<file path="src/rtl/time_counter.sv">
// rtl/time_counter.sv - BCD HH:MM:SS time-of-day counter with 1 Hz prescaler and adjust inputs
// Tick advances the full carry chain; adjust pulses bump one field without carry.
module time_counter #(
  parameter int TICKS_PER_SEC = 31_500_000
) (
  input  logic       clk,
  input  logic       reset_n,
  input  logic       adj_sec_pulse,
  input  logic       adj_min_pulse,
  input  logic       adj_hrs_pulse,
  output logic       sec_tick,
  output logic [1:0] hrs_d,
  output logic [3:0] hrs_u,
  output logic [2:0] min_d,
  output logic [3:0] min_u,
  output logic [2:0] sec_d,
  output logic [3:0] sec_u
);

  localparam int PW = $clog2(TICKS_PER_SEC);
  localparam logic [PW-1:0] LAST = PW'(TICKS_PER_SEC - 1);

  logic [PW-1:0] presc;
  logic          pend_sec, pend_min, pend_hrs;
  logic          wrap, app_sec, app_min, app_hrs;

  // {tens[2:0], units[3:0]} modulo 60
  function automatic logic [6:0] inc_60(input logic [6:0] v);
    logic [2:0] d;
    logic [3:0] u;
    d = v[6:4];
    u = v[3:0];
    if (u != 4'd9)
      return {d, u + 4'd1};
    else if (d != 3'd5)
      return {d + 3'd1, 4'd0};
    else
      return 7'd0;
  endfunction

  // {tens[1:0], units[3:0]} modulo 24
  function automatic logic [5:0] inc_24(input logic [5:0] v);
    logic [1:0] d;
    logic [3:0] u;
    d = v[5:4];
    u = v[3:0];
    if (d == 2'd2 && u == 4'd3)
      return 6'd0;
    else if (u == 4'd9)
      return {d + 2'd1, 4'd0};
    else
      return {d, u + 4'd1};
  endfunction

  // A pulse is applied immediately unless it collides with a tick, in which case it waits one cycle.
  always_comb begin
    wrap    = (presc == LAST);
    app_sec = (pend_sec | adj_sec_pulse) & ~wrap;
    app_min = (pend_min | adj_min_pulse) & ~wrap;
    app_hrs = (pend_hrs | adj_hrs_pulse) & ~wrap;
  end

  always_ff @(posedge clk or negedge reset_n) begin
    if (!reset_n) begin
      presc    <= '0;
      sec_tick <= 1'b0;
      pend_sec <= 1'b0;
      pend_min <= 1'b0;
      pend_hrs <= 1'b0;
      hrs_d    <= '0;
      hrs_u    <= '0;
      min_d    <= '0;
      min_u    <= '0;
      sec_d    <= '0;
      sec_u    <= '0;
    end else begin
      sec_tick <= wrap;
      pend_sec <= (pend_sec | adj_sec_pulse) & wrap;
      pend_min <= (pend_min | adj_min_pulse) & wrap;
      pend_hrs <= (pend_hrs | adj_hrs_pulse) & wrap;
      presc    <= (wrap || app_sec) ? '0 : presc + PW'(1);
      if (wrap) begin
        {sec_d, sec_u} <= inc_60({sec_d, sec_u});
        if ({sec_d, sec_u} == 7'h59) begin
          {min_d, min_u} <= inc_60({min_d, min_u});
          if ({min_d, min_u} == 7'h59)
            {hrs_d, hrs_u} <= inc_24({hrs_d, hrs_u});
        end
      end else begin
        if (app_sec) {sec_d, sec_u} <= inc_60({sec_d, sec_u});
        if (app_min) {min_d, min_u} <= inc_60({min_d, min_u});
        if (app_hrs) {hrs_d, hrs_u} <= inc_24({hrs_d, hrs_u});
      end
    end
  end

endmodule

</file>
<file path="config.mk">
export PLATFORM = sky130hd
export DESIGN_NAME = time_counter
export DESIGN_NICKNAME = d
export VERILOG_FILES = /design/src/rtl/time_counter.sv
export SDC_FILE = /design/constraint.sdc
export NUM_CORES = 1
export LEC_CHECK = 0
export CAP_MARGIN = 25
export CORE_MARGIN = 2
export CORE_UTILIZATION = 45
export DETAILED_ROUTE_END_ITERATION = 7
export PLACE_DENSITY = 0.76
export SKIP_CTS_REPAIR_TIMING = 1
export SYNTH_ARGS = -nofsm -noshare
export SYNTH_HDL_FRONTEND = slang
export SYNTH_SLANG_ARGS = --single-unit
</file>
<file path="constraint.sdc">
create_clock -name clk -period 2.47 [get_ports clk]
set_clock_uncertainty 0.1 [all_clocks]
set_input_delay 0.6175 -clock clk [delete_from_list [all_inputs] [get_ports clk]]
set_output_delay 0.6175 -clock clk [all_outputs]
set_load 0.03 [all_outputs]
</file>
==> flow_summary_export.csv <==
group,metric,value,unit
sta,clock.fmax,433,MHz
synthesis,syn-cell-area,0.00261,mm2
floorplanning,ios,26,
cts,clk_path_buf_depth,2,
synthesis,synthTopCellsByCount,"dfrtp_1, nor2_1, xor2_1, nand2_1, nand3_1",
place,place_ws,179,ps
drt,route.antenna.remaining_nets,0,
pwr,vdd.ir_drop.worst,0.000585,V
synthesis,ys_seq_area_share,46.9,%
floorplanning,dieArea,0.00643,mm2
sta,layout_setup_ws,161,ps
critical_path,r2r-end,"sec_d[2]",
sta,worst_pin_slew,571,ps
pwr,finalPower,2710,uW
synthesis,syn-num-nets,260,
hold_path,hold_class,"in2async",
critical_path,crit_type,"reg2reg",
critical_path,rr_worst_depth,6,
place,dp_hpwl,3750,um
floorplanning,dieWidth,80.2,um
synthesis,synth_top_area_share,46.9,%
sta,timing.slew.headroom,61.6,%
grt,track_usage,16.9,%
drt,via_per_inst,5.35,
grt,grt_pass1_wl,8550,um
drt,dr_wl_met2,2360,um
synthesis,yosysTopAreaCell,"dfrtp_1",
pwr,leakagePower,0.00133,uW
place,placed_area,0.00298,mm2
critical_path,reg2reg_slack,160,ps
layout,fillers,483,
critical_path,cp.required,2560,ps
outcome,status,"finished, final reports clean",
cts,cts_tree,"built",
drt,routed_wl,4970,um
critical_path,cp-start-kind,"flop",
floorplanning,core,0.00554,mm2
critical_path,worstPathArrival,2400,ps
place,place_congestion,0.801,
pwr,power.density,884,mW/mm2
floorplanning,core.rowCount,27,
cts,numClockSinks,49,
drt,drt_iter0_drc,71,
cts,clk_latency,300,ps
layout,drive_gt1_share,15.7,%
synthesis,syn_area_per_cell,10.4,um2
synthesis,synth-seq-cells,49,
grt,grt_max_degree,25,
sta,rsz0062_at_grt,"yes",
critical_path,crit_start,"presc[0]",
cts,cts_buffers,5,
sta,min_period,2310,ps
drt,avgRoutedWirePerCell,13.8,um
cts,cts-root-buf,"clkbuf_8",
synthesis,ys_warn_count,0,
drt,drtPass1Iterations,4,
critical_path,cp-end-kind,"flop",
layout,final_cell_area,0.00306,mm2
layout,fin_nets,295,
layout,area_growth,17.3,%
sta,finalSetupTns,0,ps
synthesis,synth_async_sr_flop_share,100,%
synthesis,ys.flop_type,"dfrtp_1",
layout,final_util,55.3,%
synthesis,yosysMostFrequentCell,"dfrtp_1",
sta,period_share,93.5,%
grt,grt_pass1_vias,1880,
grt,grt.overflow.total,0,
drt,met1_length,2350,um
layout,n_antenna_cell,0,
floorplanning,die_h,80.2,um
drt,route.detailed.drc,0,
sta,slew_violations,0,
drt,num_vias,1919,
synthesis,netlist_instances,251,
floorplanning,initial_core_util,47.2,%
place,portBuffers,25,
synthesis,synth.area.top_cells,"dfrtp_1, nor2_1, xor2_1, xnor2_1, mux2_2",
critical_path,cp_max_fo,8,
sta,setup_viol,0,
synthesis,synth_edf_count,0,
synthesis,ys_types,53,
drt,topRoutingLayerUsed,"met4",
sta,hold_viol,0,
drt,met3WireLength,196,um
cts,ctsHtreeMaxLevel,2,
run,maxCapViolCount,0,
grt,antenna_found_initial,0,
cts,clk_pin_slew,90,ps
critical_path,r2r_start,"presc[0]",
==> per-layer routing <==
layer | global-route usage (%) | up-vias
met5 | 0 | -
met3 | 3.37 | 8
met2 | 28.0 | 40
met1 | 22.3 | 915
li1 | - | 956
met4 | 5.25 | 0
==> logic make-up (layout without fill, tap and decap cells) <==
logic type	count (synthesis)	in the layout	synth area share (%)
compound gates	23	23	5.80
flops	49	49	46.9
xor+xnor	27	27	9.05
mux	9	9	4.17
fa+ha+maj	4	4	1.92
simple gates	126	126	29.7
buf+inv	13	49	2.44
==> where the power goes <==
group | switching, uW | internal (uW) | leakage, uW
combinational | 568 | 524 | 0.000639
sequential | 209 | 958 | 0.000646
clock | 251 | 197 | 0.0000450
==> cells in the final DEF, fill, tap and decap left out, drive strengths merged, types with 7 or more instances in the layout <==
| cell | instances |
|---|---|
| buf | 10 |
| clkdlybuf4s50 | 24 |
| dfrtp | 49 |
| inv | 7 |
| mux2 | 9 |
| nand2 | 12 |
| nand3 | 12 |
| nand4 | 11 |
| nor2 | 43 |
| o21ai | 9 |
| xnor2 | 10 |
| xor2 | 17 |
==> state kept, by name, indices dropped and copies added, names as in the netlist <==
register  flops
pend_hrs      1
hrs_d         2
sec_tick      1
pend_sec      1
sec_u         4
pend_min      1
min_d         3
sec_d         3
presc        25
min_u         4
hrs_u         4
==> worst max-delay path, cell delays in order, from the launching register on <==
cell	delay, ps
dfrtp_1	390
ha_1	240
and4_2	300
nand4_2	210
o21ai_2	370
and3_1	250
mux2_2	340
==> through the flow <==
| step | instances | hold WS [ps] |
|---|---|---|
| after floorplan | 251 | 222 |
| after global placement | 351 | 370 |
| after detailed placement | 351 | 380 |
| after CTS | 359 | 107 |
| after global routing | 359 | 115 |
| final | 359 | 106 |
==> how the worst max path moves through the flow <==
stage | to | slack [ps] | cells past startpoint
after floorplan | hrs_u[0] | 320 | 6
after global placement | sec_d[2] | 230 | 6
after detailed placement | sec_d[2] | 180 | 6
after CTS | sec_d[2] | 170 | 6
after global routing | sec_d[1] | -0.09 | 6
final | sec_d[2] | 160 | 6
==> layout make-up <==
class | instances | area, um2 | share of cell area, %
Inverter | 7 | 26.3 | 0.857
Timing Repair Buffer | 34 | 313 | 10.2
Tap cell | 72 | 90.1 | 2.94
Clock inverter | 2 | 10.0 | 0.327
Sequential cell | 49 | 1230 | 40.0
Multi-Input combinational cell | 189 | 1330 | 43.3
Clock buffer | 6 | 72.6 | 2.37
No activity file was read; power rests on OpenSTA's default activity.
